`src/rtl/subc_frame_ctrl.sv`:
```
// Frame sequencer feeding the subcarrier scrambler: walks every FFT bin per symbol,
// classifies it, and pulls QAM samples from the mapper FIFO only for data bins.
module subc_frame_ctrl #(
  parameter int                   fft_depth  = 12,
  parameter int                   NFFT_LOG   = 10,
  parameter int                   GUARD      = 112,
  parameter int                   PILOT_STEP = 8,
  parameter int                   N_PRE      = 1,
  parameter logic [fft_depth-1:0] PILOT_AMP  = 12'd1024,
  parameter logic [fft_depth-1:0] PRE_AMP    = 12'd1448
) (
  input  logic                 clk,
  input  logic                 rst,
  input  logic                 istart,
  input  logic [2:0]           cfg_M,
  input  logic [3:0]           cfg_SS,
  input  logic [7:0]           cfg_nsym,
  input  logic [fft_depth-1:0] idata_i,
  input  logic [fft_depth-1:0] idata_q,
  input  logic                 idata_val,
  output logic                 odata_rdy,
  output logic [fft_depth-1:0] osubc_i,
  output logic [fft_depth-1:0] osubc_q,
  output logic [1:0]           oindex_subc,
  output logic [2:0]           index_M_out,
  output logic [3:0]           index_SS_out,
  output logic                 osop,
  output logic                 oval,
  output logic                 oeop,
  output logic                 obusy,
  output logic                 odone
);

  localparam int N = 1 << NFFT_LOG;
  localparam logic [NFFT_LOG-1:0] K_LAST   = NFFT_LOG'(N - 1);
  localparam logic [NFFT_LOG-1:0] NULL_LO  = NFFT_LOG'(N / 2 - GUARD);
  localparam logic [NFFT_LOG-1:0] NULL_HI  = NFFT_LOG'(N / 2 + GUARD);
  localparam logic [NFFT_LOG-1:0] P_MASK   = NFFT_LOG'(PILOT_STEP - 1);
  localparam logic [7:0]          PRE_LAST = 8'((N_PRE > 0) ? N_PRE - 1 : 0);

  localparam logic [1:0] T_NULL  = 2'd0;
  localparam logic [1:0] T_DATA  = 2'd1;
  localparam logic [1:0] T_PILOT = 2'd2;
  localparam logic [1:0] T_PRE   = 2'd3;

  typedef enum logic [1:0] {S_IDLE, S_PRE, S_DATA, S_DONE} state_t;

  state_t               state_q, state_d;
  logic [NFFT_LOG-1:0]  k_q, k_d;
  logic [7:0]           sym_q, sym_d;
  logic [7:0]           nsym_q;
  logic [2:0]           m_q;
  logic [3:0]           ss_q;
  logic                 latch;

  logic                 val_q, val_d, sop_q, sop_d, eop_q, eop_d;
  logic [1:0]           type_q, type_d;
  logic [fft_depth-1:0] i_q, i_d, q_q, q_d;
  logic                 busy_q, done_q;

  logic is_null, is_pilot, is_data, k_last, advance;

  assign is_null  = (k_q == '0) || ((k_q >= NULL_LO) && (k_q < NULL_HI));
  assign is_pilot = !is_null && ((k_q & P_MASK) == '0);
  assign is_data  = !is_null && !is_pilot;
  assign k_last   = (k_q == K_LAST);

  assign odata_rdy = (state_q == S_DATA) && is_data;
  // Only data bins can stall; everything else advances every cycle.
  assign advance   = (state_q == S_PRE) ||
                     ((state_q == S_DATA) && (!is_data || idata_val));

  always_comb begin
    // NOTE: every signal gets a default before the case so no latch is inferred.
    state_d = state_q;
    k_d     = k_q;
    sym_d   = sym_q;
    latch   = 1'b0;
    val_d   = 1'b0;
    sop_d   = 1'b0;
    eop_d   = 1'b0;
    type_d  = T_NULL;
    i_d     = '0;
    q_d     = '0;
    unique case (state_q)
      S_IDLE: begin
        if (istart && (cfg_nsym != 8'd0)) begin
          latch   = 1'b1;
          state_d = (N_PRE == 0) ? S_DATA : S_PRE;
          k_d     = '0;
          sym_d   = '0;
        end
      end
      S_PRE, S_DATA: begin
        if (advance) begin
          k_d   = k_q + NFFT_LOG'(1);
          val_d = 1'b1;
          sop_d = (k_q == '0);
          eop_d = k_last;
          if (state_q == S_PRE) begin
            if (!is_null) begin
              type_d = T_PRE;
              i_d    = k_q[0] ? '0 : PRE_AMP;
            end
          end else if (is_pilot) begin
            type_d = T_PILOT;
            i_d    = PILOT_AMP;
          end else if (is_data) begin
            type_d = T_DATA;
            i_d    = idata_i;
            q_d    = idata_q;
          end
          if (k_last) begin
            sym_d = sym_q + 8'd1;
            if ((state_q == S_PRE) && (sym_q == PRE_LAST)) begin
              state_d = S_DATA;
              sym_d   = '0;
            end else if ((state_q == S_DATA) && (sym_q == nsym_q - 8'd1)) begin
              state_d = S_DONE;
            end
          end
        end
      end
      S_DONE:  state_d = S_IDLE;
      default: state_d = S_IDLE;
    endcase
  end

  // NOTE: sequential state uses non-blocking assignments so all registers update together.
  always_ff @(posedge clk or posedge rst) begin
    if (rst) begin
      state_q <= S_IDLE;
      k_q     <= '0;
      sym_q   <= '0;
      nsym_q  <= '0;
      m_q     <= '0;
      ss_q    <= '0;
      val_q   <= 1'b0;
      sop_q   <= 1'b0;
      eop_q   <= 1'b0;
      type_q  <= T_NULL;
      i_q     <= '0;
      q_q     <= '0;
      busy_q  <= 1'b0;
      done_q  <= 1'b0;
    end else begin
      state_q <= state_d;
      k_q     <= k_d;
      sym_q   <= sym_d;
      val_q   <= val_d;
      sop_q   <= sop_d;
      eop_q   <= eop_d;
      type_q  <= type_d;
      i_q     <= i_d;
      q_q     <= q_d;
      // Busy/done are delayed one cycle to line up with the registered bin stream.
      busy_q  <= (state_q != S_IDLE);
      done_q  <= (state_q == S_DONE);
      if (latch) begin
        nsym_q <= cfg_nsym;
        m_q    <= cfg_M;
        ss_q   <= cfg_SS;
      end
    end
  end

  assign osubc_i      = i_q;
  assign osubc_q      = q_q;
  assign oindex_subc  = type_q;
  assign index_M_out  = m_q;
  assign index_SS_out = ss_q;
  assign osop         = sop_q;
  assign oval         = val_q;
  assign oeop         = eop_q;
  assign obusy        = busy_q;
  assign odone        = done_q;

endmodule

```
`config.mk`:
```
export PLATFORM = sky130hd
export DESIGN_NAME = subc_frame_ctrl
export DESIGN_NICKNAME = d
export VERILOG_FILES = /design/src/rtl/subc_frame_ctrl.sv
export SDC_FILE = /design/constraint.sdc
export NUM_CORES = 1
export LEC_CHECK = 0
export ABC_AREA = 1
export CELL_PAD_IN_SITES_DETAIL_PLACEMENT = 0
export CELL_PAD_IN_SITES_GLOBAL_PLACEMENT = 1
export CORE_MARGIN = 2
export CORE_UTILIZATION = 37
export DETAILED_ROUTE_END_ITERATION = 12
export PLACE_DENSITY = 0.78
export SLEW_MARGIN = 20
export SYNTH_ARGS = -nofsm -noshare
export SYNTH_HDL_FRONTEND = slang
export SYNTH_SLANG_ARGS = --single-unit
export TNS_END_PERCENT = 50
```
`constraint.sdc`:
```
create_clock -name clk -period 2.1 [get_ports clk]
set_input_delay 0.21 -clock clk [delete_from_list [all_inputs] [get_ports clk]]
set_output_delay 0.21 -clock clk [all_outputs]
set_load 0.1 [all_outputs]
```
* Word level (Yosys, flattened, before mapping)
Index checks and enable logic that the tools add are counted.
** Cells by class
- Add/sub/neg operators :: 3
- $mul :: 0
- Divide/modulo/power cells :: 0
- Order comparisons :: 2
- Eq/ne operators :: 9
- Shift operators :: 0
- Muxes and demuxes :: 40
- Bitwise logic cells :: 0
- Reduce and logical (&&, ||, !) cells :: 25
** Operators by type and width (count)
- $mux 12 :: 10
- $mux 8 :: 4
- $mux 11 :: 2
- $logic_not 10->1 :: 2
- $mux 10 :: 2
- $mux 2 :: 10
- $pmux 10 s2 :: 1
- $pmux 8 s2 :: 1
- $add 10x1->10 const B :: 1
- $eq 10x10->1 const B :: 1
- $ge 10x9->1 const B :: 1
- $lt 10x10->1 const B :: 1
- $mux 1 :: 9
- $add 8x1->8 const B :: 1
- $eq 8x8->1 :: 1
- $logic_and 1x1->1 :: 8
- $logic_not 8->1 :: 1
- $reduce_and 4->1 :: 2
- $reduce_bool 8->1 :: 1
- $sub 8x1->8 const B :: 1
- $ne 2x2->1 const B :: 3
- $pmux 2 s3 :: 1
- $eq 2x2->1 const B :: 2
- $reduce_bool 2->1 :: 2
- other kinds (7) :: 11
** Storage, ports and cells
- Register bits :: 66
- Latch bits :: 0
- RAM bits :: 0
- Memory bits (read-only) :: 0
- Input bits :: 43
- Output and inout bits :: 39
- Logic and storage cells :: 93
- Memories :: 0

* Longest topological paths before layout
Gate-level depths: netlist of run 1.
- Depth after elaboration :: 13
- Mapped depth :: 13
- Depth with buffers taken out :: 13

* Worst setup path after synthesis of run 1
No wires, ideal clock.
- Path type :: register -> output
- Start point :: reg k_q[0]
- End point :: out odata_rdy
- Arrival :: 2.288 ns
- Required time :: 1.890 ns
- Slack :: -0.398 ns
- Cell stages (with the launch flop) :: 8
- Buffers on the path :: 0
- Path through :: dfrtp_1 -> inv_1 -> ha_1 -> nand2_1 -> inv_1 -> nor2_2 -> inv_2 -> nor2_1
** Between the ends
- Longest elaborated chain between the ends :: 8
- Elaborated cells between the ends (all ways) :: 11
- Those cells by class :: order compare (2); reduce/logical (9)
** RTL lines
- start, declared :: line 49 : logic [NFFT_LOG-1:0] k_q, k_d;
- start signal, assigned :: line 148 : k_q <= k_d;
- $ge 10x9->1 or $lt 10x10->1 (tied branches) :: line 63 : assign is_null = (k_q == '0) || ((k_q >= NULL_LO) && (k_q < NULL_HI));
- $logic_and 1x1->1 :: line 63
- $logic_or 1x1->1 :: line 63
- $logic_not 1->1
- $logic_and 1x1->1 :: line 64 : assign is_pilot = !is_null && ((k_q & P_MASK) == '0);
- $logic_not 1->1 :: line 65 : assign is_data = !is_null && !is_pilot;
- $logic_and 1x1->1 * :: line 65
- $logic_and 1x1->1 * :: line 68 : assign odata_rdy = (state_q == S_DATA) && is_data;
- end, declared :: line 21 : output logic odata_rdy,
Mark *: on every way between the ends. The rest lies on a longest branch, timed or not.

* Worst setup path after layout of run 1
- Start point :: reg k_q[4]
- End point :: out odata_rdy
** Between the ends
- Longest elaborated chain between the ends :: 8
- Elaborated cells between the ends (all ways) :: 10
- Those cells by class :: order compare (2); reduce/logical (8)
** RTL lines (line)
- $ge 10x9->1 or $lt 10x10->1 (tied branches) :: 63
- $logic_and 1x1->1 :: 63
- $logic_or 1x1->1 * :: 63
- $logic_not 1->1 *
- $logic_and 1x1->1 :: 64
- $logic_not 1->1 :: 65
- $logic_and 1x1->1 * :: 65
- $logic_and 1x1->1 * :: 68
Marked as above.

==> results of run 1 <==
## kinds of logic after synthesis
kind of cell / share of synthesized area
compound gates: 0.0518
xor+xnor: 0.0392
fa+ha+maj: 0.0324
buf+inv: 0.0769
flops: 0.475
mux: 0.0227
simple gates: 0.302
## per-stage QoR
stage / hold slack (ns) / worst slack (ns) / total power (W)
2_1_floorplan: 0.330 / 0.0693 / 0.00530
3_3_place_gp: 0.491 / 0.320 / 0.00623
3_5_place_dp: 0.499 / 0.254 / 0.00629
4_1_cts: 0.256 / 0.00719 / 0.00741
5_1_grt: 0.298 / 0.0514 / 0.00786
6_report: 0.254 / 0.170 / 0.00731
## layout make-up
class                           count  area [um2]
Sequential cell                    66        1650
Clock buffer                        9         124
Timing Repair Buffer               90         818
Multi-Input combinational cell    294        1560
Tap cell                          111         139
Clock inverter                      7        80.1
Inverter                           46         173
Fill cell                         900        4650
## registers in the layout, summed over array words and instances (netlist names)
name	count
osubc_q	12
sym_q	8
osubc_i	12
odone	1
osop	1
index_M_out	3
state_q	2
oeop	1
index_SS_out	4
oindex_subc	2
oval	1
k_q	10
nsym_q	8
obusy	1
## cells in the mapped netlist
| master | number | share of area |
|---|---|---|
| nor2_2 | 12 | 0.022 |
| nor3b_1 | 2 | 0.0043 |
| nand3b_1 | 4 | 0.0086 |
| xnor2_1 | 3 | 0.0076 |
| o21ai_2 | 5 | 0.013 |
| nor3_1 | 7 | 0.010 |
| inv_1 | 42 | 0.045 |
| nor2_1 | 52 | 0.056 |
| nand3_2 | 1 | 0.0029 |
| nand2_1 | 114 | 0.12 |
| xnor3_1 | 1 | 0.0065 |
| dfrtp_1 | 66 | 0.47 |
| nand4_2 | 1 | 0.0036 |
| buf_6 | 5 | 0.016 |
| o311ai_0 | 1 | 0.0025 |
| nand4_1 | 6 | 0.011 |
| or2_2 | 1 | 0.0018 |
| nand2_4 | 2 | 0.0065 |
| buf_2 | 4 | 0.0058 |
| a21oi_1 | 9 | 0.013 |
| o211ai_2 | 1 | 0.0036 |
| nand3_1 | 23 | 0.033 |
| nor2_8 | 1 | 0.0058 |
| clkbuf_1 | 3 | 0.0032 |
| nand2_2 | 7 | 0.013 |
| inv_2 | 4 | 0.0043 |
| xor2_1 | 10 | 0.025 |
| and2_1 | 1 | 0.0018 |
| o21ai_0 | 14 | 0.020 |
| buf_4 | 1 | 0.0022 |
| mux2_2 | 7 | 0.023 |
| ha_1 | 9 | 0.032 |
## final timing paths
check | from | end | slack [ns]
worst max-delay path | k_q[4] | odata_rdy | 0.17
worst min-delay path | rst | sym_q[7] | 0.25
worst max register to register | k_q[0] | sym_q[4] | 0.32
worst min register to register | index_SS_out[1] | index_SS_out[1] | 0.51
max in group asynchronous | rst | k_q[0] | 1.53
min in group clk | idata_q[11] | osubc_q[11] | 0.38
## power groups by stage
stage               clock, W  combinational (W)  sequential (W)
detailed placement         0            0.00441         0.00188
global placement           0            0.00436         0.00188
global route         0.00118            0.00479         0.00189
CTS                  0.00113            0.00443         0.00186
floorplan                  0            0.00204         0.00325
finish               0.00108            0.00439         0.00184
## worst max-delay path, stage by stage, from the launching register on
cell	delay (ns)
dfrtp_1	0.48
nand3_1	0.16
nand3_1	0.15
nand2_1	0.10
nor2_2	0.09
inv_2	0.08
nor2_2	0.13
buf_12	0.19
## layer usage
metal	track usage	vias to the layer above	part of all wire	routed length [um]
li1	-	1484	-	-
met1	0.224	1353	0.45	3580
met2	0.266	68	0.48	3850
met3	0.0479	9	0.054	433
met4	0.0561	0	0.013	105
met5	0	-	0	0
## timing repair
action / CTS / global route
resized for setup: 0 / 1
setup endpoints to repair: 0 / 1
buffers inserted: 0 / 1
==> impl_metrics.json, run 1 <==
{
  "status": "finished clean",
  "final_area_um2": 4550,
  "grt_usage": 0.169,
  "rsz0062_at_grt": "no",
  "final_util": 0.495,
  "synth_cells": 419,
  "grt_pass1_wl_um": 13500,
  "root_buffer": "clkbuf_8",
  "syn_area_um2": 3480,
  "clkTransAtPathRegs_ns": 0.08,
  "clock_sinks": 66,
  "hpwl_um": 5780,
  "setup_violations": 0,
  "htreeDepth": 3,
  "cp-start-kind": "register",
  "slew_headroom": 0.763,
  "core_um2": 9200,
  "seqPwrFrac": 0.252,
  "p_per_area_nw_per_um2": 1610,
  "die_w_um": 101,
  "gp_congestion": 0.838,
  "path_class": "reg -> out",
  "remaining_drc_errors": 0,
  "wl_per_cell_um": 12.8,
  "ioPinCount": 82,
  "clock_path_buffers": 2,
  "ctsHoldBuffers": 0,
  "max_freq_mhz": 518,
  "avgSynthCellArea_um2": 8.30,
  "setup-tns-final_ns": 0,
  "worstPathRequired_ns": 1.89,
  "die_h_um": 101,
  "ys_seq_area_frac": 0.475,
  "start_util": 0.378,
  "rows": 35,
  "drive_gt1_frac": 0.213,
  "ys_types": 32,
  "ant_nets": 0,
  "drt-total-wl_um": 7970,
  "mostFrequentLayoutCell": "nand2_1",
  "min_period_ns": 1.93,
  "combPwrFrac": 0.600,
  "vias": 2914,
  "ys_ff_latch": 66,
  "cts_tree": "done",
  "via_per_inst": 4.68,
  "crit_arrival_ns": 1.72,
  "maxCapViolations": 0,
  "worstSetupEndpointType": "primary output",
  "hold_viol": 0,
  "p_int_w": 0.00334,
  "swShare": 0.543,
  "grt_antenna_before_repair": 0,
  "drt_pre_antenna_iters": 4,
  "numCtsBuffers": 9,
  "clk_latency_ns": 0.35,
  "portBuffers": 81,
  "die_area_um2": 10200,
  "hold_path.class": "in -> async",
  "placed_cell_area_um2": 4340,
  "period_share": 0.919,
  "worstMarginPinSlew_ns": 0.352,
  "mostFrequentLayoutCells": "114 x nand2_1, 65 x dfrtp_1, 51 x nor2_1",
  "power_leakage_nw": 2.27,
  "diodes": 0,
  "syn-num-nets": 471,
  "skew_ns": 0.00942,
  "grt_pass1_vias": 2856,
  "clkPwrFrac": 0.148,
  "r2r_cells": 11,
  "ys_warn_count": 0,
  "drt_iter0_drc": 86,
  "area_delta_synth_final_pct": 30.7,
  "grt-ovfl-total": 0,
  "grt_max_degree": 67,
  "crit_fanout": 7,
  "numPlacedInstances": 606,
  "final_nets": 559,
  "final_cells": 623,
  "slew_violations": 0,
  "switching_power_w": 0.00397,
  "peakVddDrop_mv": 0.693
}
(Power assumes the default switching activity.)
==> run 2: changes to the inputs <==
--- a/config.mk
+++ b/config.mk
@@ -6,10 +6,12 @@
 export NUM_CORES = 1
 export LEC_CHECK = 0
 export ABC_AREA = 1
+export CAP_MARGIN = 10
 export CELL_PAD_IN_SITES_DETAIL_PLACEMENT = 0
 export CELL_PAD_IN_SITES_GLOBAL_PLACEMENT = 1
 export CORE_MARGIN = 2
 export CORE_UTILIZATION = 37
+export CTS_CLUSTER_SIZE = 40
 export DETAILED_ROUTE_END_ITERATION = 12
 export PLACE_DENSITY = 0.78
 export SLEW_MARGIN = 20
==> results of run 2 <==
The final DEF is identical to that of run 1; final timing and power are the same.
